--- src/rtl/medidor_pulsos.sv ---
// Pulse-width meter for the three RGB timer flags: measures each flag's total
// high time per frame (in ticks of TICK_DIV cycles) and reports it with a strobe.
module medidor_pulsos #(
  parameter int TICK_DIV = 1,
  parameter int CW       = 5
) (
  input  logic          clk,
  input  logic          rst,
  input  logic          flag_R,
  input  logic          flag_G,
  input  logic          flag_B,
  output logic [CW-1:0] meas_R,
  output logic [CW-1:0] meas_G,
  output logic [CW-1:0] meas_B,
  output logic [2:0]    ovf,
  output logic          valid,
  output logic          busy
);

  localparam int            PW        = (TICK_DIV > 1) ? $clog2(TICK_DIV) : 1;
  localparam logic [PW-1:0] PRE_LAST  = PW'(TICK_DIV - 1);
  localparam logic [PW-1:0] PRE_START = PW'(1 % TICK_DIV);
  localparam logic [CW-1:0] CNT_MAX   = '1;
  localparam logic [CW-1:0] CNT_ONE   = CW'(1);

  typedef enum logic {IDLE, MEAS} state_t;

  state_t        state_q, state_d;
  logic [PW-1:0] pre_q, pre_d;
  logic [CW-1:0] cnt_q [3];
  logic [CW-1:0] cnt_d [3];
  logic [CW-1:0] meas_q [3];
  logic [CW-1:0] meas_d [3];
  logic [2:0]    ovfAcc_q, ovfAcc_d;
  logic [2:0]    ovf_q, ovf_d;
  logic          valid_q, valid_d;
  logic          busy_q, busy_d;

  logic [2:0] flags;
  logic       tick;

  assign flags = {flag_B, flag_G, flag_R};
  assign tick  = (pre_q == PRE_LAST);

  always_ff @(posedge clk or posedge rst) begin
    if (rst) begin
      state_q  <= IDLE;
      pre_q    <= '0;
      ovfAcc_q <= '0;
      ovf_q    <= '0;
      valid_q  <= 1'b0;
      busy_q   <= 1'b0;
      for (int i = 0; i < 3; i++) begin
        cnt_q[i]  <= '0;
        meas_q[i] <= '0;
      end
    end else begin
      state_q  <= state_d;
      pre_q    <= pre_d;
      ovfAcc_q <= ovfAcc_d;
      ovf_q    <= ovf_d;
      valid_q  <= valid_d;
      busy_q   <= busy_d;
      for (int i = 0; i < 3; i++) begin
        cnt_q[i]  <= cnt_d[i];
        meas_q[i] <= meas_d[i];
      end
    end
  end

  always_comb begin
    state_d  = state_q;
    pre_d    = pre_q;
    ovfAcc_d = ovfAcc_q;
    ovf_d    = ovf_q;
    valid_d  = 1'b0;
    busy_d   = busy_q;
    for (int i = 0; i < 3; i++) begin
      cnt_d[i]  = cnt_q[i];
      meas_d[i] = meas_q[i];
    end

    case (state_q)
      IDLE: begin
        pre_d = '0;
        // The start edge already counts as the first cycle of each active pulse.
        if (|flags) begin
          state_d  = MEAS;
          busy_d   = 1'b1;
          pre_d    = PRE_START;
          ovfAcc_d = '0;
          for (int i = 0; i < 3; i++) begin
            cnt_d[i] = (flags[i] && tick) ? CNT_ONE : '0;
          end
        end
      end

      MEAS: begin
        if (flags == 3'b000) begin
          state_d = IDLE;
          pre_d   = '0;
          valid_d = 1'b1;
          busy_d  = 1'b0;
          ovf_d   = ovfAcc_q;
          for (int i = 0; i < 3; i++) begin
            meas_d[i] = cnt_q[i];
          end
        end else begin
          pre_d = tick ? '0 : pre_q + 1'b1;
          // Saturate at the maximum and flag the lost increment instead.
          for (int i = 0; i < 3; i++) begin
            if (flags[i] && tick) begin
              if (cnt_q[i] == CNT_MAX) begin
                ovfAcc_d[i] = 1'b1;
              end else begin
                cnt_d[i] = cnt_q[i] + 1'b1;
              end
            end
          end
        end
      end

      default: begin
        state_d = IDLE;
      end
    endcase
  end

  assign meas_R = meas_q[0];
  assign meas_G = meas_q[1];
  assign meas_B = meas_q[2];
  assign ovf    = ovf_q;
  assign valid  = valid_q;
  assign busy   = busy_q;

endmodule
--- config.mk ---
export PLATFORM = sky130hd
export DESIGN_NAME = medidor_pulsos
export DESIGN_NICKNAME = d
export VERILOG_FILES = /design/src/rtl/medidor_pulsos.sv
export SDC_FILE = /design/constraint.sdc
export NUM_CORES = 1
export LEC_CHECK = 0
export CORE_MARGIN = 5
export CORE_UTILIZATION = 46
export CTS_BUF_LIST = sky130_fd_sc_hd__clkbuf_4 sky130_fd_sc_hd__clkbuf_8
export CTS_CLUSTER_DIAMETER = 200
export DETAILED_ROUTE_END_ITERATION = 8
export GPL_ROUTABILITY_DRIVEN = 0
export PLACE_DENSITY = 0.72
export RECOVER_POWER = 25
export REMOVE_ABC_BUFFERS = 1
export SETUP_SLACK_MARGIN = 0.2
export SLEW_MARGIN = 20
export SYNTH_ARGS = -nofsm -noshare
export SYNTH_HDL_FRONTEND = slang
export SYNTH_SLANG_ARGS = --single-unit
--- constraint.sdc ---
create_clock -name clk -period 2.45 [get_ports clk]
set_input_delay 0.3675 -clock clk [delete_from_list [all_inputs] [get_ports clk]]
set_output_delay 0.3675 -clock clk [all_outputs]
set_load 0.02 [all_outputs]
==> impl_metrics.yaml <==
status:
  status: "finished clean"
sta:
  slew-limit-headroom: 0.3670
  min_period_ns: 2.083
  setup_ws_ns: 0.3670
  period_share: 0.8502
  fmax_mhz: 480.1
  rsz0062_at_grt: "no"
  hold_viol: 0
  setup_viol_count_final: 0
  finClkSkew_ns: 0.005799
  slew_violations: 0
  worstMarginPinSlew_ns: 0.9495
  fin_setup_tns_ns: 0
floorplanning:
  die_area_um2: 5366
  core_area_um2: 3943
  initial_core_util: 0.4668
  fp.dieH_um: 73.26
  rows: 23
  die_w_um: 73.26
  io_pins: 25
placement:
  dp_hpwl_um: 2424
  io_buffers: 24
  pre_cts_slack_ns: 0.03454
clocking:
  clkSlewWorstSetupHoldPaths_ns: 0.07
  clock_path_buffers: 2
  postCtsHoldBufs: 0
  cts_tree: "yes"
  cts_setup_buffers: 0
  cts_sinks: 39
  insertion_delay_ns: 0.29
  cts_buffers: 5
  ctsResizeCount: 0
  root_buffer: "clkbuf_8"
  cts-htree-levels: 2
power:
  vdd_drop_max_uv: 613.0
  p_switching_uw: 817.7
  seqPwrFrac: 0.412
  p_int_uw: 1798
  p_per_area_nw_per_um2: 1153
  p_leak_uw: 0.001063
  comb_power_share: 0.346
  swShare: 0.3126
  clkPwrFrac: 0.242
critical_path:
  cp_cell_sequence: "clkdlybuf4s50_1 > nor3_1 > ha_1 > or2_1 > a2111oi_0 > a211o_1"
  crit_buf_inv: 1
  r2r-end: "cnt_q[7]"
  rr_worst_depth: 6
  critical_path.max_fanout: 10
  critical_path.max_stage_delay_ns: 0.49
  crit_type: "primary input to register"
  setup.worst_path.start_class: "primary input"
  worstPathRequired_ns: 2.63
  critPathTopFamily: "simple AND/OR/NAND/NOR gates"
  crit_slowest_cell: "clkdlybuf4s50_1"
  reg2reg_from: "cnt_q[6]"
  cp-end-kind: "register"
  cp.arrival_ns: 2.26
  r2r_slack_ns: 0.48
synthesis:
  syn_area_per_cell_um2: 12.19
  syn_area_um2: 1841
  synth_top_area_frac: 0.5303
  ys_seq_area_frac: 0.5303
  synth_cell_types: 31
  synth.largest_area_cell: "dfrtp_1"
  yosys-top-cells-area: "dfrtp_1 (53%), mux2_2 (11%), ha_1 (5.4%)"
  yosys_warnings: 0
  synth-seq-cells: 39
  syn_inst: 151
flow_run:
  max_cap_violations: 0
cells_and_area:
  final_common_cell: "dfrtp_1"
  fillers: 317
  layout_common_cells: "dfrtp_1 (39), clkdlybuf4s50_1 (23), mux2_2 (18), nand2_1 (10)"
  antenna_cells: 0
  multiInputGateArea_um2: 780.7
  fin_nets: 194
  layout-drive-gt1-share: 0.1868
  area_growth_syn_to_layout_pct: 23.25
  regArea_um2: 975.9
detailed_routing:
  drt_iter0_markers: 71
  drt.antenna.violating_nets: 0
  drtPass1Iterations: 4
  vias_per_cell: 5.448
  route.detailed.drc: 0
  vias: 1264
  wl_per_cell_um: 14.41
  routed_wl_um: 3344
grt:
  grt_pass1_wl_um: 6058
  grt_overflow: 0
  grtUsageTotal: 0.1468
  antenna_found_initial: 0
  grt_max_degree: 40
  grt_pass1_vias: 1280
min_path:
  hold_depth: 1
  holdPathEnd: "meas_B[4]"
  hold_start: "meas_B[4]"
  hp-class: "register to register"
state kept, by name (all words and copies together), names as in the netlist:
name,count
cnt_q,15
meas_B,5
meas_G,5
meas_R,5
ovfAcc_q,3
ovf,3
busy,1
state_q,1
valid,1
how the worst max path moves through the flow:
stage	from	to	slack (ns)	depth (start not counted)
finish	flag_G	cnt_q[7]	0.37	6
global route	flag_G	cnt_q[7]	0.20	6
CTS	flag_G	cnt_q[7]	0.36	6
detailed placement	flag_G	cnt_q[7]	0.03	6
global placement	flag_R	cnt_q[0]	0.18	6
floorplan	flag_R	cnt_q[0]	0.30	5
cells in the mapped netlist:
cell type,instances
nor4b_1,1
a2111oi_0,2
o2bb2ai_1,1
a22oi_1,2
nor2b_1,2
ha_1,8
and3_1,6
nand2_1,10
dfrtp_1,39
nor3_1,2
or2_1,1
buf_6,3
nand3_1,2
a21oi_1,3
nand2b_1,4
nor4_1,1
a31oi_4,1
o21ai_0,3
or3_1,1
inv_1,8
mux2i_1,8
buf_2,4
a21o_1,2
a211o_1,3
nor3b_2,1
a211oi_1,2
nor2_1,6
mux2_2,18
a31oi_1,4
o22a_1,1
a32o_1,2
layer usage:
layer	share of wire	wire (um)	vias to the layer above	track usage
met2	0.49	1653	31	0.2423
met1	0.45	1491	625	0.1850
met4	0.013	45	0	0.04303
met5	0	0	-	0
met3	0.046	153	4	0.04514
li1	-	-	604	-
through the flow:
step | hold slack (ns) | instances | utilization | total power, uW | area, um2
2_1_floorplan | 0.4571 | 144 | - | 1612 | 1787
3_3_place_gp | 0.4888 | 224 | 0.5414 | 1968 | 2135
3_5_place_dp | 0.4944 | 224 | 0.5414 | 2010 | 2135
4_1_cts | 0.5113 | 232 | 0.5760 | 2656 | 2271
5_1_grt | 0.5229 | 232 | 0.5754 | 2802 | 2268
6_report | 0.5059 | 232 | 0.5754 | 2616 | 2268
logic make-up (layout without fill, tap and decap cells):
| group | after synthesis | in the layout | synth area share |
|---|---|---|---|
| DFF | 39 | 39 | 0.5303 |
| and+or+nand+nor | 37 | 37 | 0.1061 |
| AOI/OAI and AO/OA | 26 | 26 | 0.1101 |
| muxes | 26 | 26 | 0.1536 |
| buffers and inverters | 15 | 46 | 0.04555 |
| adders and majority gates | 8 | 8 | 0.05439 |
power by group through the flow:
stage | Combinational (uW) | Clock, uW | Sequential [uW]
finish | 906 | 632 | 1080
global route | 1010 | 678 | 1120
CTS | 924 | 651 | 1080
detailed placement | 918 | 0 | 1090
global placement | 894 | 0 | 1070
floorplan | 400 | 0 | 1210
layout make-up:
cell class	instances	share of cell area
sequential	39	0.4302
clock inverter	2	0.02648
tap	50	0.02758
clock buffer	6	0.03365
inverter	8	0.01324
multi-input combinational	97	0.3442
timing repair buffer	30	0.1247
(Power assumes the default switching activity.)
